## config.mk

```make
export PLATFORM = sky130hd
export DESIGN_NAME = useq_ctl
export DESIGN_NICKNAME = d
export VERILOG_FILES = /design/src/rtl/useq_pkg.sv /design/src/rtl/useq_loop_ctr.sv /design/src/rtl/useq_ctl.sv
export SDC_FILE = /design/constraint.sdc
export NUM_CORES = 1
export LEC_CHECK = 0
export ABC_AREA = 1
export ABC_CLOCK_PERIOD_IN_PS = 2820
export BUFFER_PORTS_ARGS = -buffer_cell sky130_fd_sc_hd__buf_4
export CORE_MARGIN = 2
export CORE_UTILIZATION = 30
export DETAILED_ROUTE_END_ITERATION = 16
export MAX_ROUTING_LAYER = met4
export PLACE_DENSITY = 0.51
export RECOVER_POWER = 50
export SYNTH_ARGS = -nofsm -noshare
export SYNTH_HDL_FRONTEND = slang
export SYNTH_HIERARCHICAL = 1
export SYNTH_SLANG_ARGS = --single-unit
```

## constraint.sdc

```tcl
create_clock -name clock -period 2.82 [get_ports clock]
set_input_delay 0.282 -clock clock [delete_from_list [all_inputs] [get_ports clock]]
set_output_delay 0.282 -clock clock [all_outputs]
set_load 0.02 [all_outputs]
```

## src/rtl/useq_pkg.sv

```systemverilog
// Shared encodings for the microsequencer control block: opcodes, slice mux
// selects and control-state encoding.
package useq_pkg;

  localparam logic [3:0] OP_CONT = 4'h0;
  localparam logic [3:0] OP_JMP  = 4'h1;
  localparam logic [3:0] OP_CJMP = 4'h2;
  localparam logic [3:0] OP_JSR  = 4'h3;
  localparam logic [3:0] OP_CJSR = 4'h4;
  localparam logic [3:0] OP_RTS  = 4'h5;
  localparam logic [3:0] OP_CRTS = 4'h6;
  localparam logic [3:0] OP_LDCT = 4'h7;
  localparam logic [3:0] OP_RPCT = 4'h8;
  localparam logic [3:0] OP_LDAR = 4'h9;
  localparam logic [3:0] OP_JAR  = 4'hA;
  localparam logic [3:0] OP_JZ   = 4'hB;

  localparam logic [1:0] SEL_PC  = 2'b00;
  localparam logic [1:0] SEL_AR  = 2'b01;
  localparam logic [1:0] SEL_STK = 2'b10;
  localparam logic [1:0] SEL_D   = 2'b11;

  localparam logic [2:0] STK_MAX = 3'd4;

  typedef enum logic [1:0] {
    ST_RST  = 2'd0,
    ST_INIT = 2'd1,
    ST_RUN  = 2'd2
  } state_t;

endpackage

```

## src/rtl/useq_loop_ctr.sv

```systemverilog
// Loop counter for repeat-style microcode: load, saturating decrement, zero detect.
module useq_loop_ctr #(
  parameter int CW = 8
) (
  input  logic          clock,
  input  logic          reset_n,
  input  logic          ld,
  input  logic          dec,
  input  logic [CW-1:0] din,
  output logic [CW-1:0] cnt,
  output logic          zero
);

  assign zero = (cnt == '0);

  always_ff @(posedge clock or negedge reset_n) begin
    if (!reset_n)         cnt <= '0;
    else if (ld)          cnt <= din;
    else if (dec && !zero) cnt <= cnt - CW'(1);
  end

endmodule

```

## src/rtl/useq_ctl.sv

```systemverilog
// Microsequencer control: pipeline register, sequencing decode, reset/start FSM.
// Define USEQ_STACK_CHECK_EN to track stack depth and flag overflow/underflow.
module useq_ctl
  import useq_pkg::*;
#(
  parameter  int AW    = 4,
  parameter  int CW    = 8,
  parameter  int NCOND = 8,
  localparam int CSW   = (NCOND > 1) ? $clog2(NCOND) : 1
) (
  input  logic             clock,
  input  logic             reset_n,
  input  logic [3:0]       ui_op,
  input  logic [AW-1:0]    ui_branch,
  input  logic [CSW-1:0]   ui_csel,
  input  logic             ui_cpol,
  input  logic [NCOND-1:0] cond,
  input  logic             stall,
  output logic [1:0]       seq_s,
  output logic             seq_fe_n,
  output logic             seq_pup,
  output logic             seq_zero_n,
  output logic             seq_cin,
  output logic             seq_re_n,
  output logic [AW-1:0]    seq_d,
  output logic [AW-1:0]    seq_r,
  output logic [CW-1:0]    loop_cnt,
  output logic             illegal_op,
  output logic             stk_ovf,
  output logic             stk_unf
);

  state_t         state;
  logic [3:0]     p_op;
  logic [AW-1:0]  p_br;
  logic [CSW-1:0] p_csel;
  logic           p_cpol;
  logic           ct, ld, dec, lc_zero;

  always_ff @(posedge clock or negedge reset_n) begin
    if (!reset_n) begin
      state      <= ST_RST;
      p_op       <= OP_CONT;
      p_br       <= '0;
      p_csel     <= '0;
      p_cpol     <= 1'b0;
      illegal_op <= 1'b0;
    end else begin
      illegal_op <= 1'b0;
      case (state)
        ST_RST: state <= ST_INIT;
        ST_INIT: begin
          state  <= ST_RUN;
          p_op   <= ui_op;
          p_br   <= ui_branch;
          p_csel <= ui_csel;
          p_cpol <= ui_cpol;
        end
        ST_RUN: if (!stall) begin
          p_op       <= ui_op;
          p_br       <= ui_branch;
          p_csel     <= ui_csel;
          p_cpol     <= ui_cpol;
          illegal_op <= (p_op >= 4'hC);
        end
        default: state <= ST_RST;
      endcase
    end
  end

  // Stalled RUN re-emits the current address: PC selected without increment.
  always_comb begin
    ct         = cond[p_csel] ^ p_cpol;
    seq_s      = SEL_PC;
    seq_fe_n   = 1'b1;
    seq_pup    = 1'b0;
    seq_zero_n = 1'b1;
    seq_cin    = 1'b1;
    seq_re_n   = 1'b1;
    ld         = 1'b0;
    dec        = 1'b0;
    case (state)
      ST_RST:  begin seq_zero_n = 1'b0; seq_cin = 1'b0; end
      ST_INIT: seq_zero_n = 1'b0;
      default:
        if (stall) seq_cin = 1'b0;
        else case (p_op)
          OP_JMP:  seq_s = SEL_D;
          OP_CJMP: if (ct) seq_s = SEL_D;
          OP_JSR, OP_CJSR:
            if (p_op == OP_JSR || ct) begin
              seq_s = SEL_D; seq_fe_n = 1'b0; seq_pup = 1'b1;
            end
          OP_RTS, OP_CRTS:
            if (p_op == OP_RTS || ct) begin
              seq_s = SEL_STK; seq_fe_n = 1'b0;
            end
          OP_LDCT: ld = 1'b1;
          OP_RPCT: if (!lc_zero) begin seq_s = SEL_D; dec = 1'b1; end
          OP_LDAR: seq_re_n = 1'b0;
          OP_JAR:  seq_s = SEL_AR;
          OP_JZ:   seq_zero_n = 1'b0;
          default: ;
        endcase
    endcase
  end

  assign seq_d = p_br;
  assign seq_r = p_br;

  useq_loop_ctr #(.CW(CW)) u_loop (
    .clock   (clock),
    .reset_n (reset_n),
    .ld      (ld),
    .dec     (dec),
    .din     (CW'(p_br)),
    .cnt     (loop_cnt),
    .zero    (lc_zero)
  );

`ifdef USEQ_STACK_CHECK_EN
  logic [2:0] depth;
  logic       push, pop;
  assign push = ~seq_fe_n &  seq_pup;
  assign pop  = ~seq_fe_n & ~seq_pup;

  // The slice still performs an out-of-range push; only the flag records it.
  always_ff @(posedge clock or negedge reset_n) begin
    if (!reset_n) begin
      depth   <= '0;
      stk_ovf <= 1'b0;
      stk_unf <= 1'b0;
    end else if (push) begin
      if (depth == STK_MAX) stk_ovf <= 1'b1;
      else                  depth   <= depth + 3'd1;
    end else if (pop) begin
      if (depth == '0) stk_unf <= 1'b1;
      else             depth   <= depth - 3'd1;
    end
  end
`else
  assign stk_ovf = 1'b0;
  assign stk_unf = 1'b0;
`endif

endmodule

```

# Word level (Yosys, flattened, before mapping)
# Index checks and enable logic that the tools add are counted.
[word_totals]
reg_bits = 23
[classes]
reduce_logical = 12
bitwise = 1
muxes = 46
n_lt_le_gt_ge = 2
eq_ne = 14
add_sub_neg = 1
[ops]
columns = ["operator", "count"]
rows = [
  ["$mux W1", 26],
  ["$eq A4 B3 Y1 const B", 4],
  ["$eq A4 B4 Y1 const B", 4],
  ["$mux W8", 2],
  ["$pmux W4 S2", 2],
  ["$mux W2", 6],
  ["$pmux W2 S6", 1],
  ["$eq A4 B2 Y1 const B", 2],
  ["$logic_not A8 Y1", 1],
  ["$mux W4", 2],
  ["$sub A8 B1 Y8 const B", 1],
  ["$pmux W1 S2", 3],
  ["$pmux W2 S3", 1],
  ["$pmux W3 S2", 1],
  ["$reduce_or A2 Y1", 3],
  ["$eq A4 B1 Y1 const B", 1],
  ["$ge A4 B4 Y1 const B", 1],
  ["$lt A3 B4 Y1 const B", 1],
  ["$reduce_bool A2 Y1", 2],
  ["$bmux W1 S3", 1],
  ["$mux W3", 1],
  ["$eq A2 B1 Y1 const B", 1],
  ["$eq A2 B2 Y1 const B", 1],
  ["$logic_not A2 Y1", 1],
  ["6 further kinds", 7],
]

# Longest topological paths before layout
[depth]
word_depth = 8
depth_mapped = 12
mapped_depth_nobuf = 12

# Modules after synthesis
# The synthesis kept the hierarchy.
[modules_own_cells]
columns = ["module", "instances", "area_per_inst_um2", "cells_each", "seq_area_each_um2"]
rows = [
  ["useq_ctl", 1, 985.9, 136, 375.4],
  ["useq_loop_ctr", 1, 596.8, 93, 200.2],
]

# Least setup slack after synthesis
# Ideal clock, no wire load.
[synth_timing]
path_type = "register to output"
from = "register u_loop.cnt[0]"
to = "output seq_s[1]"
slack_ns = 0.984
required_ns = 2.538
n_path_buf = 0
path_stages_with_launch = 10
arrival_time_ns = 1.554
path_cell_list = "dfrtp_1 inv_1 ha_1 nand2_1 nor2_1 inv_1 nand3_1 nand3_1 nor2_2 nor2_1"
[synth_via]
elab_chain_len = 5
[synth_rtl]
columns = ["element", "line_no", "rtl"]
rows = [
  ["start, declared", "useq_loop_ctr.sv:10", "output logic [CW-1:0] cnt,"],
  ["start signal, assigned", "useq_loop_ctr.sv:18", "else if (ld) cnt <= din;"],
  ["start signal, assigned", "useq_loop_ctr.sv:19", "else if (dec && !zero) cnt <= cnt - CW'(1);"],
  ["$logic_not A8 Y1", "useq_loop_ctr.sv:14", "assign zero = (cnt == '0);"],
  ["named net lc_zero", "useq_ctl.sv:38", "logic ct, ld, dec, lc_zero;"],
  ["$mux W2", "useq_ctl.sv:99", "OP_RPCT: if (!lc_zero) begin seq_s = SEL_D; dec = 1'b1; end"],
  ["$pmux W2 S6", "useq_ctl.sv:87", "else case (p_op)"],
  ["$mux W2", "useq_ctl.sv:86", "if (stall) seq_cin = 1'b0;"],
  ["$mux W2", "useq_ctl.sv:82", "case (state)"],
  ["end, declared", "useq_ctl.sv:19", "output logic [1:0] seq_s,"],
]
# The timed path passes the listed nets, and every way through them passes these cells.

# Final worst setup path
# Ends and elaborated chain as after synthesis.

==> flow_summary.json <==
{
  "crit_path_max_fanout": 7,
  "synth_commonest_cells": "nand2_1 (67), inv_1 (34), nand3_1 (27)",
  "antenna_found_initial": 0,
  "dpl_cell_area_sq_um": 1980,
  "wire_per_inst_microns": 10.7,
  "critical_path_class": "flop to output port",
  "tns_ns": 0,
  "synth_edf_count": 0,
  "place_hpwl_mm": 2.95,
  "coreArea_sq_um": 5110,
  "portBuffers": 46,
  "worstHoldPathType": "input pin to flop",
  "crit_path_top_delay_cell": "dfrtp_1",
  "final_layout_size_suffix_gt1_frac": 0.224,
  "regArea_sq_um": 576,
  "path_cells": "inv_1 > ha_1 > nand2_1 > nor2_1 > inv_1 > nand3_1 > nand3_1 > nor2_2 > nor2_1 > buf_4",
  "start_util": 0.310,
  "cts.root.buffer_cell": "clkbuf_8",
  "min_period_ns": 2.12,
  "multi_input_area_sq_um": 813,
  "ir_worst_vdd_mv": 0.341,
  "timing.fmax_ghz": 0.472,
  "num_vias": 1505,
  "die_x_microns": 76.6,
  "hold_viol": 0,
  "rows": 26,
  "powerDensity_nw_per_um2": 673,
  "yosysTopAreaCell": "dfrtp_1",
  "power_mw": 1.34,
  "critPathMaxStageDelay_ns": 0.40,
  "ys_async_sr_fraction": 1.00,
  "dieArea_sq_um": 5870,
  "finalSetupViolations": 0,
  "final_cell_area_sq_um": 1990,
  "grt_max_degree": 24,
  "yosys_warnings": 6,
  "startpoint_type": "flop",
  "fillCellCount": 568,
  "clk_pin_slew_ns": 0.08,
  "cts-buffers-inserted": 3,
  "cts_tree": "done",
  "status": "finished, final reports clean",
  "endpoint_kind": "output port",
  "die_h_microns": 76.6,
  "clk_latency_ns": 0.26,
  "synthToLayoutAreaGrowth_pct": 25.8,
  "gp_congestion": 0.824,
  "vias_per_cell": 4.34,
  "ios": 49,
  "arrival_ns": 1.84,
  "yosysSeqAreaShare": 0.364,
  "drv_slew": 0,
  "relSlewSlack": 0.148,
  "dpl.cell_count": 342,
  "firstDrtPassIters": 4,
  "track_usage": 0.141,
  "grt_pass1_wl_mm": 6.64,
  "synth_top_flop_cell": "dfrtp_1",
  "ys_seq_elements": 23,
  "yosysUniqueCellTypes": 31,
  "drtAntennaViolNets": 0,
  "remaining_drc_errors": 0,
  "cts_buffer_depth": 2,
  "rsz0062_at_grt": "false",
  "worstPathRequired_ns": 2.54,
  "post_cts_buffers": 0,
  "clock_skew_ns": 0.00314,
  "min_period_over_period": 0.752,
  "drt-initial-drc-count": 31,
  "syn_avg_cell_area_sq_um": 6.91,
  "leakagePower_nw": 1.05,
  "diodes": 0,
  "worst_pin_slew_ns": 1.28,
  "syn_area_sq_um": 1580,
  "synthTopCellsByArea": "dfrtp_1 (36%), nand2_1 (16%), nand3_1 (8.5%), inv_1 (8.1%), nor2_1 (4.7%)",
  "final_nets": 303,
  "synth_top_cell_area_share": 0.364,
  "wl_mm": 3.71,
  "syn_inst": 229,
  "stdcell_count": 347,
  "max_cap_violations": 0,
  "post-synth-top-count-cell": "nand2_1",
  "cts.sinks": 23,
  "grt.overflow.total": 0,
  "grt_pass1_vias": 1514,
  "htree_levels": 1
}
==> routing by layer <==
metal / vias up / routed length [microns] / GRT usage
met5: - / 0 / -
met4: 0 / 25 / 0.0436
met3: 2 / 123 / 0.0190
met2: 28 / 1720 / 0.235
met1: 675 / 1830 / 0.179
li1: 800 / - / -
==> cells by family (layout without fill, tap and decap cells) <==
group,count (synthesis),in the layout,share of synthesized area
and+or+nand+nor,134,134,0.391
buffers and inverters,47,90,0.130
DFF,23,23,0.364
adders and majority gates,2,2,0.0158
AOI/OAI and AO/OA,17,17,0.0632
muxes,4,4,0.0285
other,1,6,0.00237
xor gates and xnor gates,1,1,0.00553
==> final timing paths <==
check / from / endpoint / slack [ns] / cells after the start
max: u_loop/cnt[0]$_DFFE_PN0P_ / seq_s[1] / 0.70 / 10
min: ui_op[1] / p_op[1]$_DFFE_PN0P_ / 0.22 / 3
max reg2reg: state[1]$_DFFE_PN0N_ / u_loop/cnt[4]$_DFFE_PN0P_ / 0.94 / 10
min reg2reg: state[0]$_DFFE_PN0N_ / state[0]$_DFFE_PN0N_ / 0.47 / 1
max in group asynchronous: reset_n / u_loop/cnt[3]$_DFFE_PN0P_ / 1.25 / 2
min in group asynchronous: reset_n / u_loop/cnt[4]$_DFFE_PN0P_ / 0.81 / 2
==> state kept, by name (all words and copies together) (netlist names) <==
register / count
illegal_op: 1
p_cpol: 1
p_csel: 3
p_op: 4
seq_d: 4
state: 2
u_loop/cnt: 8
==> cells in the final DEF (no fill, tap or decap), types with 3 or more instances in the layout <==
cell type and n:
o21ai_0 12, inv_1 34, nand2_2 5, nand2_1 67
buf_4 37, nand3_1 27, dfrtp_1 23, nor2_1 21
conb_1 6, clkbuf_1 10, nand3_2 3, mux2_2 4
clkbuf_8 3
==> power breakdown <==
part	leakage, nW	switching (mW)	internal (mW)
registers	0.281	0.0912	0.398
clock network	0.0255	0.108	0.0986
logic	0.739	0.398	0.246
total	1.05	0.597	0.743
==> repair_timing <==
item,in CTS,in global routing
hold buffers,1,0
resized for setup,0,0
setup endpoints to repair,0,0
hold endpoints to repair,23,0
==> critical path, delay by kind of cell, from the launching register on <==
kind / cells / cell delay [ns]
buffers and inverters: 3 / 0.40
AND/OR/NAND/NOR: 6 / 0.60
adder cells (fa/ha/maj): 1 / 0.18
flip-flops: 1 / 0.40
==> final cells by class <==
type,count,share of cell area
clock buffer,3,0.0207
clock inverter,1,0.00251
inverter,38,0.0722
multi-input combinational,164,0.408
sequential,23,0.289
tap,70,0.0440
timing repair buffer,48,0.163
==> through the flow <==
stage | util | hold WS, ns | setup WS, ns
after global routing | 0.390 | 0.222 | 0.503
after CTS | 0.399 | 0.213 | 0.671
after global placement | 0.388 | 0.206 | 1.01
after detailed placement | 0.388 | 0.205 | 0.976
final | 0.390 | 0.219 | 0.701
after floorplan | - | -0.0136 | 0.984
No activity file was read; power rests on OpenSTA's default activity.
